==> src/rtl/hazard_scoreboard_pkg.sv <==
// Shared definitions for the long-latency write hazard scoreboard.
// Register-file geometry, the register index type and the in-flight counter width.
package hazard_scoreboard_pkg;

   localparam int REG_ADDR_W = 5;
   localparam int NUM_REGS   = 32;
   localparam int CNT_W      = 5;

   typedef logic [REG_ADDR_W-1:0] reg_idx_t;

   // x0 is hardwired to zero, so it never carries a dependency.
   function automatic logic reg_nz(input reg_idx_t r);
      return (r != '0);
   endfunction

endpackage

==> src/rtl/scoreboard_hazard_cmp.sv <==
// Per-source hazard compare: RAW against a pending long-latency write,
// or load-use against the load currently in EXE.
module scoreboard_hazard_cmp
   import hazard_scoreboard_pkg::*;
(
   input  logic [NUM_REGS-1:0] busy_vec,
   input  reg_idx_t            rs,
   input  logic                rs_used,
   input  logic                mem_read_exe,
   input  reg_idx_t            rd_exe,
   input  logic                wb_long_valid,
   input  reg_idx_t            wb_long_rd,
   output logic                hazard
);

   logic raw_long;
   logic load_use;

   // A completion arriving this cycle releases the source in time to be read.
   assign raw_long = rs_used && reg_nz(rs) && busy_vec[rs] &&
                     !(wb_long_valid && (wb_long_rd == rs));

   assign load_use = rs_used && mem_read_exe && reg_nz(rd_exe) && (rs == rd_exe);

   assign hazard = raw_long || load_use;

endmodule

==> src/rtl/hazard_scoreboard.sv <==
// ID-stage hazard scoreboard: tracks registers with long-latency writes in flight
// and raises stall_id on RAW, WAW, load-use and full-tracker conditions.
module hazard_scoreboard
   import hazard_scoreboard_pkg::*;
#(
   parameter int unsigned MAX_PENDING = 4
)
(
   input  logic                  clk,
   input  logic                  reset,
   input  logic [REG_ADDR_W-1:0] rs1_id,
   input  logic [REG_ADDR_W-1:0] rs2_id,
   input  logic                  rs1_used_id,
   input  logic                  rs2_used_id,
   input  logic [REG_ADDR_W-1:0] rd_id,
   input  logic                  reg_write_id,
   input  logic                  long_op_id,
   input  logic                  valid_id,
   input  logic                  flush_id,
   input  logic [REG_ADDR_W-1:0] rd_exe,
   input  logic                  mem_read_exe,
   input  logic                  wb_long_valid,
   input  logic [REG_ADDR_W-1:0] wb_long_rd,
   output logic                  stall_id,
   output logic [NUM_REGS-1:0]   busy_vec,
   output logic [CNT_W-1:0]      pending_cnt,
   output logic                  err_spurious
);

   localparam logic [CNT_W-1:0] MAX_CNT = CNT_W'(MAX_PENDING);

   logic                haz_rs1;
   logic                haz_rs2;
   logic                waw;
   logic                full;
   logic                comp_valid;
   logic                comp_bad;
   logic                active;
   logic                issue;
   logic [NUM_REGS-1:0] busy_next;
   logic [CNT_W-1:0]    cnt_next;

   scoreboard_hazard_cmp u_cmp_rs1 (
      .busy_vec      (busy_vec),
      .rs            (rs1_id),
      .rs_used       (rs1_used_id),
      .mem_read_exe  (mem_read_exe),
      .rd_exe        (rd_exe),
      .wb_long_valid (wb_long_valid),
      .wb_long_rd    (wb_long_rd),
      .hazard        (haz_rs1)
   );

   scoreboard_hazard_cmp u_cmp_rs2 (
      .busy_vec      (busy_vec),
      .rs            (rs2_id),
      .rs_used       (rs2_used_id),
      .mem_read_exe  (mem_read_exe),
      .rd_exe        (rd_exe),
      .wb_long_valid (wb_long_valid),
      .wb_long_rd    (wb_long_rd),
      .hazard        (haz_rs2)
   );

   // busy_vec[0] is never set, so a completion to x0 is always spurious.
   assign comp_valid = wb_long_valid && busy_vec[wb_long_rd];
   assign comp_bad   = wb_long_valid && !comp_valid;

   assign waw  = reg_write_id && reg_nz(rd_id) && busy_vec[rd_id] &&
                 !(wb_long_valid && (wb_long_rd == rd_id));
   assign full = long_op_id && reg_write_id && (pending_cnt == MAX_CNT) && !comp_valid;

   // Inputs seen while reset is held must not produce a stall.
   assign active   = valid_id && !flush_id && !reset;
   assign stall_id = active && (haz_rs1 || haz_rs2 || waw || full);
   assign issue    = active && !(haz_rs1 || haz_rs2 || waw || full) &&
                     long_op_id && reg_write_id && reg_nz(rd_id);

   // Clear before set so a same-register issue/completion leaves the bit busy.
   always_comb begin
      busy_next = busy_vec;
      if (comp_valid)
         busy_next[wb_long_rd] = 1'b0;
      if (issue)
         busy_next[rd_id] = 1'b1;
      busy_next[0] = 1'b0;

      cnt_next = pending_cnt;
      if (issue && !comp_valid)
         cnt_next = pending_cnt + CNT_W'(1);
      else if (!issue && comp_valid)
         cnt_next = pending_cnt - CNT_W'(1);
   end

   always_ff @(posedge clk or posedge reset) begin
      if (reset) begin
         busy_vec     <= '0;
         pending_cnt  <= '0;
         err_spurious <= 1'b0;
      end else begin
         busy_vec    <= busy_next;
         pending_cnt <= cnt_next;
         if (comp_bad)
            err_spurious <= 1'b1;
      end
   end

endmodule

==> config.mk <==
export PLATFORM = sky130hd
export DESIGN_NAME = hazard_scoreboard
export DESIGN_NICKNAME = d
export VERILOG_FILES = /design/src/rtl/hazard_scoreboard_pkg.sv /design/src/rtl/scoreboard_hazard_cmp.sv /design/src/rtl/hazard_scoreboard.sv
export SDC_FILE = /design/constraint.sdc
export NUM_CORES = 1
export LEC_CHECK = 0
export BUFFER_PORTS_ARGS = -buffer_cell sky130_fd_sc_hd__buf_2
export CAP_MARGIN = 20
export CORE_ASPECT_RATIO = 2
export CORE_MARGIN = 2
export CORE_UTILIZATION = 35
export DETAILED_ROUTE_END_ITERATION = 10
export GPL_TIMING_DRIVEN = 1
export HOLD_SLACK_MARGIN = 0.12
export SYNTH_ARGS = -nofsm -noshare
export SYNTH_HDL_FRONTEND = slang
export SYNTH_SLANG_ARGS = --single-unit
==> constraint.sdc <==
create_clock -name clk -period 6.3 [get_ports clk]
set_clock_uncertainty 0.2 [all_clocks]
set_input_delay 0.315 -clock clk [delete_from_list [all_inputs] [get_ports clk]]
set_output_delay 0.315 -clock clk [all_outputs]
set_load 0.1 [all_outputs]
---- Word level (Yosys, flattened, before mapping) ----
Cells that the tools add are included.
word-level totals
  bits in registers ....................... 37
  bits of input ports ..................... 35
  output and inout bits ................... 39
  logic and storage cells ................. 88
cells by class
  add/sub/neg operators ................... 2
  order comparisons ....................... 6
  equality and inequality tests ........... 6
  mux-type cells .......................... 16
  bitwise operators ....................... 3
  reduce and logical (&&, ||, !) cells .... 52
operators by type and width
  cell                                                                    number
  32-bit two-way mux                                                      2
  1-bit logical AND                                                       34
  32-bit AND                                                              1
  32-bit NOT                                                              1
  32-bit OR                                                               1
  5-bit == test                                                           5
  5-bit by 6-bit < comparator with 1-bit output (second input constant)   4
  1-bit binary-select mux with 5-bit select                               4
  5-bit nonzero test                                                      4
  1-bit demux with 5-bit select                                           2
  5-bit by 1-bit >= comparator with 1-bit output (second input constant)  2
  5-bit two-way mux                                                       2
  1-bit zero test                                                         8
  1-bit two-way mux                                                       6
  5-bit by 1-bit adder with 5-bit output (second input constant)          1
  5-bit by 3-bit == test with 1-bit output (second input constant)        1
  1-bit logical OR                                                        5
  5-bit by 1-bit subtractor with 5-bit output (second input constant)     1
  2-bit nonzero test                                                      1

---- Logic depth before layout (Yosys ltp) ----
  word-level depth ........................ 17
  mapped depth ............................ 16
  gate-level depth less buffers ........... 14

---- Hierarchy ----
Synthesis repeated with hierarchy kept, for this count alone.
second synthesis, totals
  cell total of the unflattened synthesis .. 410
  area, all modules ....................... 3955.0 um2
by module, submodules not included
  module                              times used  cells each  area each (um2)  seq. area each (um2)
  hazard_scoreboard                   1           306         3010.4           925.9
  scoreboard_hazard_cmp at u_cmp_rs1  1           46          473.0            0.0
  scoreboard_hazard_cmp at u_cmp_rs2  1           58          471.7            0.0

---- Least setup slack after synthesis ----
No wires, ideal clock.
  path type ............................... flip-flop to output port
  start ................................... register busy_vec[30]
  end ..................................... output stall_id
  arrival time ............................ 4169 ps
  data required time ...................... 5785 ps
  path slack .............................. 1616 ps
  cell stages (with the launch flop) ...... 7
  buffers on the path ..................... 0
  path through ............................ dfrtp_1 -> mux2i_1 -> mux4_2 -> nand3_1 -> and4_1 -> a2111oi_4 -> a21boi_0
on the way
  cells in the longest elaborated chain, start to end .. 9
  elaborated cells on any way between the ends .. 23
  those cells by class .................... 8 x mux; 15 x reduce/logical
ends and longest elaborated chain
  element                                    RTL line                     RTL
  start: declaration                         hazard_scoreboard.sv:25      output logic [NUM_REGS-1:0] busy_vec,
  start signal: assignment                   hazard_scoreboard.sv:101     busy_vec <= busy_next;
  1-bit binary-select mux with 5-bit select  scoreboard_hazard_cmp.sv:20  assign raw_long = rs_used && reg_nz(rs) && busy_vec[rs] &&
  1-bit two-way mux (not written as such)    scoreboard_hazard_cmp.sv:20
  1-bit logical AND (2 in series)            scoreboard_hazard_cmp.sv:20
  1-bit logical OR                           scoreboard_hazard_cmp.sv:25  assign hazard = raw_long || load_use;
  1-bit logical OR (2 in series)             hazard_scoreboard.sv:75      assign stall_id = active && (haz_rs1 || haz_rs2 || waw || full);
  1-bit logical OR *                         hazard_scoreboard.sv:75
  1-bit logical AND *                        hazard_scoreboard.sv:75
  end: declaration                           hazard_scoreboard.sv:24      output logic stall_id,
Every way passes the cells marked *; elsewhere a longest branch is shown, timed or not. The select of a mux whose other input is x is not followed.

---- Final worst setup path ----
  start ................................... input rd_id[0]
  end ..................................... register pending_cnt[4]
on the way
  cells in the longest elaborated chain, start to end .. 14
  elaborated cells on any way between the ends .. 21
  those cells by class .................... 1 x eq/ne; 3 x mux; 17 x reduce/logical
ends and longest elaborated chain
  element                                                                  RTL line                                          RTL
  start: declaration                                                       hazard_scoreboard.sv:15                           input logic [REG_ADDR_W-1:0] rd_id,
  1-bit binary-select mux with 5-bit select, or another cell as far along  hazard_scoreboard.sv:69                           assign waw = reg_write_id && reg_nz(rd_id) && busy_vec[rd_id] &&
  1-bit two-way mux (not written as such), or another cell as far along    hazard_scoreboard.sv:69
  1-bit logical AND or 1-bit zero test (tied branches)                     hazard_scoreboard.sv:69, hazard_scoreboard.sv:70
  1-bit logical AND                                                        hazard_scoreboard.sv:69
  1-bit logical OR (2 in series)                                           hazard_scoreboard.sv:76                           assign issue = active && !(haz_rs1 || haz_rs2 || waw || full) &&
  1-bit zero test                                                          hazard_scoreboard.sv:76
  1-bit logical AND (2 in series)                                          hazard_scoreboard.sv:76
  1-bit logical AND                                                        hazard_scoreboard.sv:77                           long_op_id && reg_write_id && reg_nz(rd_id);
  1-bit logical AND *                                                      hazard_scoreboard.sv:77
  1-bit zero test                                                          hazard_scoreboard.sv:91                           else if (!issue && comp_valid)
  1-bit logical AND                                                        hazard_scoreboard.sv:91
  2-bit nonzero test (no source line)                                      --
  end signal: assignment                                                   hazard_scoreboard.sv:102                          pending_cnt <= cnt_next;
  end: declaration                                                         hazard_scoreboard.sv:26                           output logic [CNT_W-1:0] pending_cnt,
Marked as above.
A chain may end at the register's enable or synchronous reset.

==> results.toml <==
[critical_path]
rrSetupSlack_ns = 2.06
r2r_cells = 14
startpoint_type = "primary input"
cp_data_arrival_time_ns = 4.22
cp-end-kind = "flip-flop"
cp_max_fo = 18
cpMaxStageDelayCell = "mux4_1"
cpPeakStageDelay_ns = 0.61
crit_type = "in -> reg"
path_cells = "buf_2 -> mux4_1 -> mux2_2 -> a221oi_2 -> nand4_1 -> a2111oi_4 -> and3_1 -> ha_1 -> inv_1 -> ha_1 -> a21o_1 -> a21oi_1 -> xnor2_1 -> nor2_1 -> xor2_1"
crit_top_cell = "ha_1"
crit_required_ns = 6.27

[synthesis]
synth_cell_types = 58
async_flop_share = 1.00
synth_ff_type = "dfrtp_1"
syn_area_per_cell_sq_um = 9.42
synth_nets = 400
synth_largest_area_cell = "dfrtp_1"
synth_seq_cells = 37
yosysSeqAreaShare = 0.274
netlist_area_sq_um = 3380
synth_top_area_share = 0.274
synth_area_leaders = "dfrtp_1 (27%), mux2i_1 (10%), mux4_2 (7.3%), o31ai_1 (7.1%), o21ai_0 (5.6%)"
ys_warn_count = 0
synth_edf_count = 0
synth_cells = 359

[die]
dieArea_sq_um = 10500
pin_count = 74
floorplan.initialDensity = 0.361
core_sq_um = 9380
fp-row-count = 50
fp.dieW_um = 73.5
fp.dieH_um = 143

[sta]
final_hold_viol_count = 0
timing.fmax_mhz = 235
rsz0062_at_grt = "false"
min_period_ns = 4.25
tightest_slew_ns = 0.664
min_period_over_period = 0.675
fin_tns_setup_ns = 0
setup_viol = 0
relSlewSlack = 0.554
finalMaxSlewViolations = 0

[route]
wl_per_cell_um = 24.5
wl_mm = 12.6
first_pass_iters = 5
drtIter0Drc = 325
drc = 0
viasPerCell = 6.68
drt.antenna.violating_nets = 0
via_count = 3438

[status]
status = "complete, no violations"

[layout]
antenna_cells = 0
area_growth_pct = 16.4
layout_commonest_cell = "buf_2"
final_util = 0.420
nets = 452
layout-drive-gt1-share = 0.251
final_cell_mix = "buf_2 (72), o21ai_0 (38), dfrtp_1 (37)"
nFillCells = 941

[pwr]
p_leak_uw = 0.00173
pwr-share-seq = 0.308
intPower_uw = 526
pwr-share-clk = 0.260
power_density_nw_per_um2 = 245
peakVddDrop_mv = 0.220
p_sw_frac = 0.454
p_switching_uw = 438
comb_power_share = 0.432

[clock_network]
clk_path_buf_depth = 2
numCtsBuffers = 5
worstSkewPairLatency_ns = 0.29
clkSinkCount = 37
clkSlewWorstSetupHoldPaths_ns = 0.06
cts_tree = "yes"
cts-root-buf = "clkbuf_16"
ctsHtreeMaxLevel = 2
post_cts_buffers = 0

[grt]
globalRouteTotalUtil = 0.244
antenna_found_initial = 0
grt_pass1_wl_mm = 19.0
grt_pass1_vias = 3412
grt_start_max_net_pins = 38
grt_overflow = 0

[flow_run]
cap_viol_max_count = 0

[placed_design]
portBuffers = 72
dpl.hpwl_mm = 9.60
place_congestion = 0.924

[min_path]
hold_depth = 2
hp-class = "in -> reg"
synthesized netlist by cell type, drive strengths merged, types with 6 or more instances:
cell type and instances:
mux4 14, inv 12, xor2 19, nor2b 10, o31ai 32, mux2i 34
dfrtp 37, buf 6, nand3 11, clkbuf 25, xnor2 11, nand4 7
nand2 13, nor4 6, mux2 6, o21ai 39
power groups by stage:
stage               combinational [uW]  sequential (uW)  clock (uW)
floorplan                          165              455           0
global placement                   405              300           0
detailed placement                 413              301           0
CTS                                415              297         252
global route                       439              301         263
finish                             417              297         251
worst max-delay path, delay by kind of cell:
family / cells / cell delay [ns]
multiplexers: 2 / 0.90
AO/OA/AOI/OAI: 4 / 1.15
buffers and inverters: 2 / 0.47
XOR/XNOR: 2 / 0.29
AND/OR/NAND/NOR: 3 / 0.50
adder cells (fa/ha/maj): 2 / 0.56
state kept, by name, summed over array words and instances, names as in the netlist:
register      flops
err_spurious      1
busy_vec         31
pending_cnt       5
layout make-up:
| cell class | count | area, sq um | area share |
|---|---|---|---|
| clock buffer | 7 | 143 | 0.0362 |
| inverter | 12 | 45.0 | 0.0114 |
| tap | 104 | 130 | 0.0330 |
| timing repair buffer | 76 | 413 | 0.105 |
| multi-input combinational | 279 | 2280 | 0.579 |
| sequential | 37 | 926 | 0.235 |
per-layer routing:
layer / vias to the layer above / track usage / routed length [um] / share of wire
met1: 1666 / 0.237 / 4120 / 0.33
met3: 65 / 0.0381 / 764 / 0.060
li1: 1486 / - / - / -
met2: 221 / 0.438 / 6850 / 0.54
met5: - / 0 / 0 / 0
met4: 0 / 0.189 / 902 / 0.071
logic make-up after synthesis:
group	count (synthesis)	synth area share
other	1	0.00111
DFF	37	0.274
buffers and inverters	43	0.0521
xor gates and xnor gates	30	0.0777
adders and majority gates	6	0.0244
muxes	54	0.217
AOI/OAI and AO/OA	105	0.212
and+or+nand+nor	83	0.142
metrics by stage:
stage	area (sq um)	cells	hold WS, ns	worst slack, ns	power (uW)
finish	3940	515	0.185	2.05	965
global route	3940	515	0.188	1.93	1000
CTS	3910	514	0.189	2.08	964
detailed placement	3760	506	0.267	1.77	715
global placement	3760	506	0.251	1.92	706
floorplan	3380	359	0.232	1.62	620
final timing paths:
check	startpoint	to
worst max-delay path	rd_id[0]	pending_cnt[4]$_DFFE_PP0P_
max in group asynchronous	reset	busy_vec[11]$_DFF_PP0_
worst min register to register	pending_cnt[4]$_DFFE_PP0P_	pending_cnt[4]$_DFFE_PP0P_
worst max register to register	busy_vec[4]$_DFF_PP0_	pending_cnt[4]$_DFFE_PP0P_
min in group asynchronous	reset	busy_vec[27]$_DFF_PP0_
worst min-delay path	wb_long_valid	err_spurious$_DFFE_PP0P_
timing repair:
action,CTS,global route
hold buffers,1,0
endpoints found under the setup margin,0,0
endpoints found under the hold margin,37,0
gates resized for setup,0,0
Power figures use the tool's default switching activity.
